$ cat src/rtl/semaphore_controller.sv
// semaphore_controller: round-robin sequencer for a bank of semaphore units.
// Enables one unit at a time, times its four light phases with a clock
// prescaler and a per-phase dwell counter, broadcasts a one-cycle `next` at
// the end of each phase and checks the unit's `done` handshake on wrap.
module semaphore_controller #(
    parameter int N_UNITS      = 4,
    parameter int CLK_PER_TICK = 1000,
    parameter int RED_TICKS    = 2,
    parameter int YELLOW_TICKS = 3,
    parameter int GREEN_TICKS  = 10
) (
    input  logic                       clk,
    input  logic                       reset,
    input  logic                       run,
    input  logic [N_UNITS-1:0]         done,
    output logic [N_UNITS-1:0]         en,
    output logic                       next,
    output logic [$clog2(N_UNITS)-1:0] active_idx,
    output logic [1:0]                 phase,
    output logic                       busy,
    output logic                       err
);

    localparam int IW = $clog2(N_UNITS);

    localparam logic [15:0] CPT_MAX    = 16'(CLK_PER_TICK - 1);
    localparam logic [15:0] RED_MAX    = 16'(RED_TICKS - 1);
    localparam logic [15:0] YELLOW_MAX = 16'(YELLOW_TICKS - 1);
    localparam logic [15:0] GREEN_MAX  = 16'(GREEN_TICKS - 1);
    localparam logic [IW-1:0] LAST_IDX = IW'(N_UNITS - 1);
    localparam logic [N_UNITS-1:0] ONE = N_UNITS'(1);

    typedef enum logic [1:0] {
        IDLE   = 2'd0,
        ACTIVE = 2'd1,
        ERROR  = 2'd2
    } state_t;

    state_t        state, state_n;
    logic [15:0]   presc, presc_n;
    logic [15:0]   dwell, dwell_n;
    logic [1:0]    phase_n;
    logic [IW-1:0] idx_n;
    logic          err_n;
    logic          next_n;
    logic [N_UNITS-1:0] en_n;
    logic [N_UNITS-1:0] sel;
    logic          unit_end;
    logic          proto_err;

    // Last dwell count (ticks - 1) of a given phase.
    function automatic logic [15:0] dwell_max(input logic [1:0] p);
        case (p)
            2'd0:    dwell_max = RED_MAX;
            2'd2:    dwell_max = GREEN_MAX;
            default: dwell_max = YELLOW_MAX;
        endcase
    endfunction

    // Next-state, counter and registered-output decode.
    always_comb begin
        state_n   = state;
        presc_n   = presc;
        dwell_n   = dwell;
        phase_n   = phase;
        idx_n     = active_idx;
        err_n     = err;
        sel       = ONE << active_idx;
        unit_end  = next && (phase == 2'd3);
        proto_err = 1'b0;

        case (state)
            IDLE: begin
                if (run) begin
                    state_n = ACTIVE;
                    phase_n = 2'd0;
                    presc_n = '0;
                    dwell_n = '0;
                end
            end
            ACTIVE: begin
                proto_err = (unit_end && !done[active_idx])
                          || (|(done & ~sel))
                          || (!unit_end && (|done));
                if (proto_err) begin
                    state_n = ERROR;
                    err_n   = 1'b1;
                end else if (next) begin
                    presc_n = '0;
                    dwell_n = '0;
                    phase_n = phase + 2'd1;
                    if (unit_end) begin
                        idx_n = (active_idx == LAST_IDX) ? '0 : active_idx + 1'b1;
                        if (!run) begin
                            state_n = IDLE;
                        end
                    end
                end else if (presc == CPT_MAX) begin
                    presc_n = '0;
                    dwell_n = dwell + 16'd1;
                end else begin
                    presc_n = presc + 16'd1;
                end
            end
            default: begin
                state_n = ERROR;
                err_n   = 1'b1;
            end
        endcase

        // next/en are registered: decode them from the upcoming counter state
        // so they line up with the cycle in which the tick actually occurs.
        next_n = (state_n == ACTIVE) && (presc_n == CPT_MAX)
              && (dwell_n == dwell_max(phase_n));
        en_n   = (state_n == ACTIVE) ? (ONE << idx_n) : '0;
    end

    // State, counters and registered outputs.
    always_ff @(posedge clk or negedge reset) begin
        if (!reset) begin
            state      <= IDLE;
            presc      <= '0;
            dwell      <= '0;
            phase      <= '0;
            active_idx <= '0;
            err        <= 1'b0;
            next       <= 1'b0;
            en         <= '0;
            busy       <= 1'b0;
        end else begin
            state      <= state_n;
            presc      <= presc_n;
            dwell      <= dwell_n;
            phase      <= phase_n;
            active_idx <= idx_n;
            err        <= err_n;
            next       <= next_n;
            en         <= en_n;
            busy       <= (state_n == ACTIVE);
        end
    end

endmodule

$ cat config.mk
export PLATFORM = sky130hd
export DESIGN_NAME = semaphore_controller
export DESIGN_NICKNAME = d
export VERILOG_FILES = /design/src/rtl/semaphore_controller.sv
export SDC_FILE = /design/constraint.sdc
export NUM_CORES = 1
export LEC_CHECK = 0
export ABC_CLOCK_PERIOD_IN_PS = 5400
export CORE_MARGIN = 3
export CORE_UTILIZATION = 40
export DETAILED_ROUTE_END_ITERATION = 10
export PLACE_DENSITY = 0.62
export SLEW_MARGIN = 20
export SYNTH_ARGS = -nofsm -noshare
export SYNTH_HDL_FRONTEND = slang
export SYNTH_SLANG_ARGS = --single-unit
$ cat constraint.sdc
create_clock -name clk -period 5.4 [get_ports clk]
set_clock_uncertainty 0.1 [all_clocks]
set_input_delay 0.81 -clock clk [delete_from_list [all_inputs] [get_ports clk]]
set_output_delay 0.81 -clock clk [all_outputs]
set_load 0.01 [all_outputs]
==> metrics.yaml, run 1 <==
grt_overflow: 0
vias_per_cell: 6.21
path_clk_slew_ps: 90
synth_cells: 323
postRouteAntennaNets: 0
rows: 29
die_w_um: 89.7
status: "finished clean"
cts_tree: "done"
synth-seq-cells: 45
postCtsSetupRepairBufs: 0
clockRootBuffer: "clkbuf_8"
core_sq_mm: 0.00657
tightest_slew_ps: 777
setup_ws_ps: 1590
max-clock-path-buffers: 2
synth_nets: 337
grt_usage: 0.201
hold_viol: 0
yosysSeqAreaShare: 0.402
ys_types: 58
async_reset_ff_frac: 1.00
ys.flop_type: "dfrtp_1"
synth_edf_count: 0
ioPinCount: 18
synthTopCellsByArea: "dfrtp_1 40%, nand2_1 4.7%, nand3_1 3.6%"
fillers: 642
dp_hpwl_um: 5670
fmax_mhz: 263
clk_latency_ps: 310
syn_to_final_growth_pct: 13.1
diodes: 0
maxSlewViolCount: 0
hold_path.class: "input pin to async pin"
cp.arrival_ps: 3920
final_period_minus_worst_setup_slack_ps: 3810
final_cell_mix: "45 x dfrtp_1, 35 x nand2_1, 23 x nor2_1"
synth_top_area_cell: "dfrtp_1"
yosys_warnings: 0
tns_ps: 0
clkSinkCount: 45
start_kind: "flop"
grt_pass1_vias: 2396
yosys.area.top_type_share: 0.402
die_y_um: 89.7
post-route-util: 0.483
avgSynthCellArea_sq_um: 8.67
final_nets: 354
portBuffers: 17
syn-cell-area_sq_mm: 0.00280
seqCellArea_sq_mm: 0.00113
first_pass_iters: 5
routed_wl_um: 7520
end_kind: "flop"
drv_cap: 0
cts-htree-levels: 2
grt_max_degree: 46
wl_per_cell_um: 17.3
multi_input_area_sq_mm: 0.00160
routabilityCongestion: 0.881
initial_core_util: 0.427
drive_gt1_frac: 0.0850
grt_pass1_wl_um: 12400
first_iter_violations: 197
critPathMaxFanout: 9
fin_cells: 434
die_area_sq_mm: 0.00804
drc: 0
cts_hold_buf: 0
ir_drop_uv: 133
crit_type: "flop to flop"
cellLeakagePower_uw: 0.00127
place_area_sq_mm: 0.00307
final_common_cell: "dfrtp_1"
rsz0062_at_grt: "false"
powerDensity_mw_per_mm2: 190
antenna_found_initial: 0
post_cts_resized: 0
placed_cells: 426
cts_made_buffers: 5
finalInstanceArea_sq_mm: 0.00317
required_ps: 5520
slew_headroom: 0.475
finalCritPeriodShare: 0.705
vias: 2695
setup_viol: 0
place_ws_ps: 1270
-- final timing paths --
kind	start	end	slack, ps	cells past startpoint
setup / recovery	presc[10]$_DFF_PN0_	next$_DFF_PN0_	1590	8
setup reg to reg	presc[10]$_DFF_PN0_	next$_DFF_PN0_	1590	8
max in group asynchronous	reset	presc[13]$_DFF_PN0_	4440	1
min in group clk	err$_DFFE_PN0P_	err$_DFFE_PN0P_	380	1
hold reg to reg	err$_DFFE_PN0P_	err$_DFFE_PN0P_	380	1
hold / removal	reset	phase[0]$_DFF_PN0_	380	1
-- registers in the layout, summed over array words and instances (netlist names) --
name / cells
active_idx: 2
err: 1
busy: 1
phase: 2
presc: 16
dwell: 16
en: 4
state: 2
next: 1
-- per-stage QoR --
| step | power [uW] | hold WS [ps] |
|---|---|---|
| 6_report | 601 | 379 |
| 5_1_grt | 627 | 407 |
| 4_1_cts | 606 | 383 |
| 3_5_place_dp | 386 | 362 |
| 3_3_place_gp | 386 | 368 |
| 2_1_floorplan | 366 | 342 |
-- cells by family (layout without fill, tap and decap cells) --
logic type,Yosys count,count (layout),share of synthesized area
and+or+nand+nor,165,165,0.324
AOI/OAI and AO/OA,80,80,0.193
DFF,45,45,0.402
buffers and inverters,20,38,0.0272
adders and majority gates,7,7,0.0313
muxes,5,5,0.0188
xor gates and xnor gates,1,1,0.00313
-- worst max-delay path: stages (launching register included) --
cell and delay [ps]:
dfrtp_1 480, or4_4 550, or4_1 720, or3_4 450, and3_4 180, a211o_1 270
or3_1 310, or4_1 440, nor4_2 220
-- cell type report --
| type | count | share of cell area |
|---|---|---|
| Clock inverter | 3 | 0.00829 |
| Sequential cell | 45 | 0.355 |
| Multi-Input combinational cell | 258 | 0.506 |
| Timing Repair Buffer | 20 | 0.0600 |
| Inverter | 10 | 0.0118 |
| Tap cell | 93 | 0.0367 |
| Clock buffer | 5 | 0.0217 |
-- report_power, final --
part | total (uW) | internal, uW | leakage [uW] | switching (uW)
Clock | 221 | 94.4 | 0.0000487 | 127
Sequential | 343 | 340 | 0.000613 | 3.39
Combinational | 36.5 | 12.2 | 0.000609 | 24.3
Total | 601 | 446 | 0.00127 | 155
-- synthesized netlist by cell type (2+ instances only) --
cell type,instances
dfrtp_1,45
nand2_1,35
nor2_1,23
nand3_1,20
o21ai_0,15
nand4_1,14
a21oi_1,13
a31oi_1,12
nor3_1,12
nor4_1,12
inv_1,10
clkbuf_1,8
and3_1,7
ha_1,7
nand2b_1,7
nand3b_1,6
or4_1,6
o211ai_1,5
o31ai_1,5
a21o_1,4
a41oi_1,4
and2_1,4
mux2i_1,3
or2_2,3
or3_1,3
a221o_1,2
a31o_2,2
mux2_2,2
nor4_2,2
o21ai_1,2
o221ai_1,2
o22ai_1,2
-- metal layers --
| layer | global-route usage | wire, um |
|---|---|---|
| met4 | 0.0595 | 97 |
| met1 | 0.299 | 3620 |
| met3 | 0.0301 | 449 |
| met5 | 0 | 0 |
| met2 | 0.299 | 3350 |
(Power assumes the default switching activity.)
==> run 2, diff against run 1 <==
ABC_CLOCK_PERIOD_IN_PS = 4000   (was 5400)
clock period = 4 ns   (was 5.4 ns; I/O delays follow)
==> run 2 against run 1 <==
Net effect:
- first-iteration DRC count shrank 3.6%
- clock-buffer cell count is the same
- maximum frequency grew 6.0%
- routed wire length grew 1.7%
- die area is the same
- critical path type unchanged
- cell area grew 2.9%
- hold slack lost 200 ps
- largest power group unchanged
- via count shrank 0.45%
- critical endpoint unchanged
- register-to-register slack lost 1200 ps
==> metrics.yaml, run 2 (synthesis gave the netlist of run 1 again) <==
status: "finished clean"
grt_pass1_vias: 2508
final_cell_mix: "45 x dfrtp_1, 35 x nand2_1, 23 x nor2_1"
postRouteAntennaNets: 0
critPathMaxFanout: 4
drv_cap: 0
path_buf_inv: 0
initial_core_util: 0.427
cp.arrival_ps: 3710
portBuffers: 17
rsz0062_at_grt: "false"
routabilityCongestion: 0.880
drc: 0
drive_gt1_frac: 0.111
timing.hold.ws_ps: 177
final_common_cell: "dfrtp_1"
crit_top_cell: "or4_1"
cellLeakagePower_uw: 0.00133
diodes: 0
postCtsSetupRepairBufs: 0
cpLargestDelayFamily: "simple AND/OR/NAND/NOR gates"
crit_type: "flop to flop"
critPathSlowestCell: "or4_1"
wl_per_cell_um: 17.2
clockRootBuffer: "clkbuf_8"
path_clk_slew_ps: 90
clkSinkCount: 45
grt_usage: 0.207
cts-htree-levels: 2
first_iter_violations: 190
antenna_found_initial: 0
slew_headroom: 0.458
cts_made_buffers: 5
slowest_delay_ps: 610
tightest_slew_ps: 802
top_regs: "dwell (16), presc (16), en (4)"
syn_to_final_growth_pct: 16.4
core_sq_mm: 0.00657
die_y_um: 89.7
setup_viol: 0
grt_pass1_wl_um: 12800
required_ps: 4120
ioPinCount: 18
post_cts_resized: 0
rows: 29
cts_hold_buf: 0
finalCritPeriodShare: 0.898
maxSlewViolCount: 0
grt_max_degree: 46
vias_per_cell: 6.04
final_nets: 365
hold_viol: 0
fmax_mhz: 278
die_w_um: 89.7
powerDensity_mw_per_mm2: 262
grt_overflow: 0
crit_chain: "or4_4 -> or4_1 -> or3_4 -> and3_4 -> a211o_1 -> or3_1 -> or4_1 -> nor4_2"
die_area_sq_mm: 0.00804
final_period_minus_worst_setup_slack_ps: 3590
first_pass_iters: 5
tns_ps: 0
vias: 2683
routed_wl_um: 7650
start_kind: "flop"
dp_hpwl_um: 5740
ir_drop_uv: 179
clk_latency_ps: 300
max-clock-path-buffers: 2
hold_path.class: "input pin to async pin"
cts_tree: "done"
end_kind: "flop"
-- run 2: final timing paths --
| path | slack [ps] | from | cells after the start | end |
|---|---|---|---|---|
| hold reg to reg | 370 | err$_DFFE_PN0P_ | 1 | err$_DFFE_PN0P_ |
| setup reg to reg | 410 | presc[12]$_DFF_PN0_ | 8 | next$_DFF_PN0_ |
| hold / removal | 180 | reset | 1 | phase[1]$_DFF_PN0_ |
| max in group asynchronous | 3210 | reset | 1 | busy$_DFF_PN0_ |
| min in group clk | 370 | err$_DFFE_PN0P_ | 1 | err$_DFFE_PN0P_ |
| setup / recovery | 410 | presc[12]$_DFF_PN0_ | 8 | next$_DFF_PN0_ |
-- run 2: layout make-up --
cell class              instances  area [sq um]
fillers                       612          3310
multi-input cells             258          1600
flip-flops and latches         45          1130
repair buffers                 31           273
well taps                      93           116
clock buffers                   5          68.8
inverters                      10          37.5
clock inverters                 2          35.0
-- run 2: power by group --
part	total (uW)	leakage, uW	internal (uW)	switching (uW)
sequential	463	0.000613	458	4.45
clock	338	0.0000540	182	157
combinational	54.0	0.000664	19.1	34.9
-- run 2: metrics by stage --
step	utilization	total power [uW]	cells	cell area (sq um)	setup WS, ps
detailed placement	0.480	526	437	3150	231
floorplan	-	494	323	2800	500
CTS	0.496	864	444	3260	423
global route	0.496	893	444	3260	254
global placement	0.480	526	437	3150	261
finish	0.496	855	444	3260	408
-- run 2: worst register-to-register path: stages, from the launching register on --
cell	delay [ps]
dfrtp_1	430
or4_4	560
or4_1	610
or3_4	420
and3_4	180
a211o_1	270
or3_1	310
or4_1	420
nor4_2	220
-- run 2: layer usage --
| metal | vias up | routed length (um) | GRT usage |
|---|---|---|---|
| met5 | - | 0 | 0 |
| met4 | 0 | 142 | 0.0568 |
| met3 | 15 | 476 | 0.0465 |
| met2 | 93 | 3380 | 0.316 |
| met1 | 1276 | 3650 | 0.296 |
| li1 | 1299 | - | - |
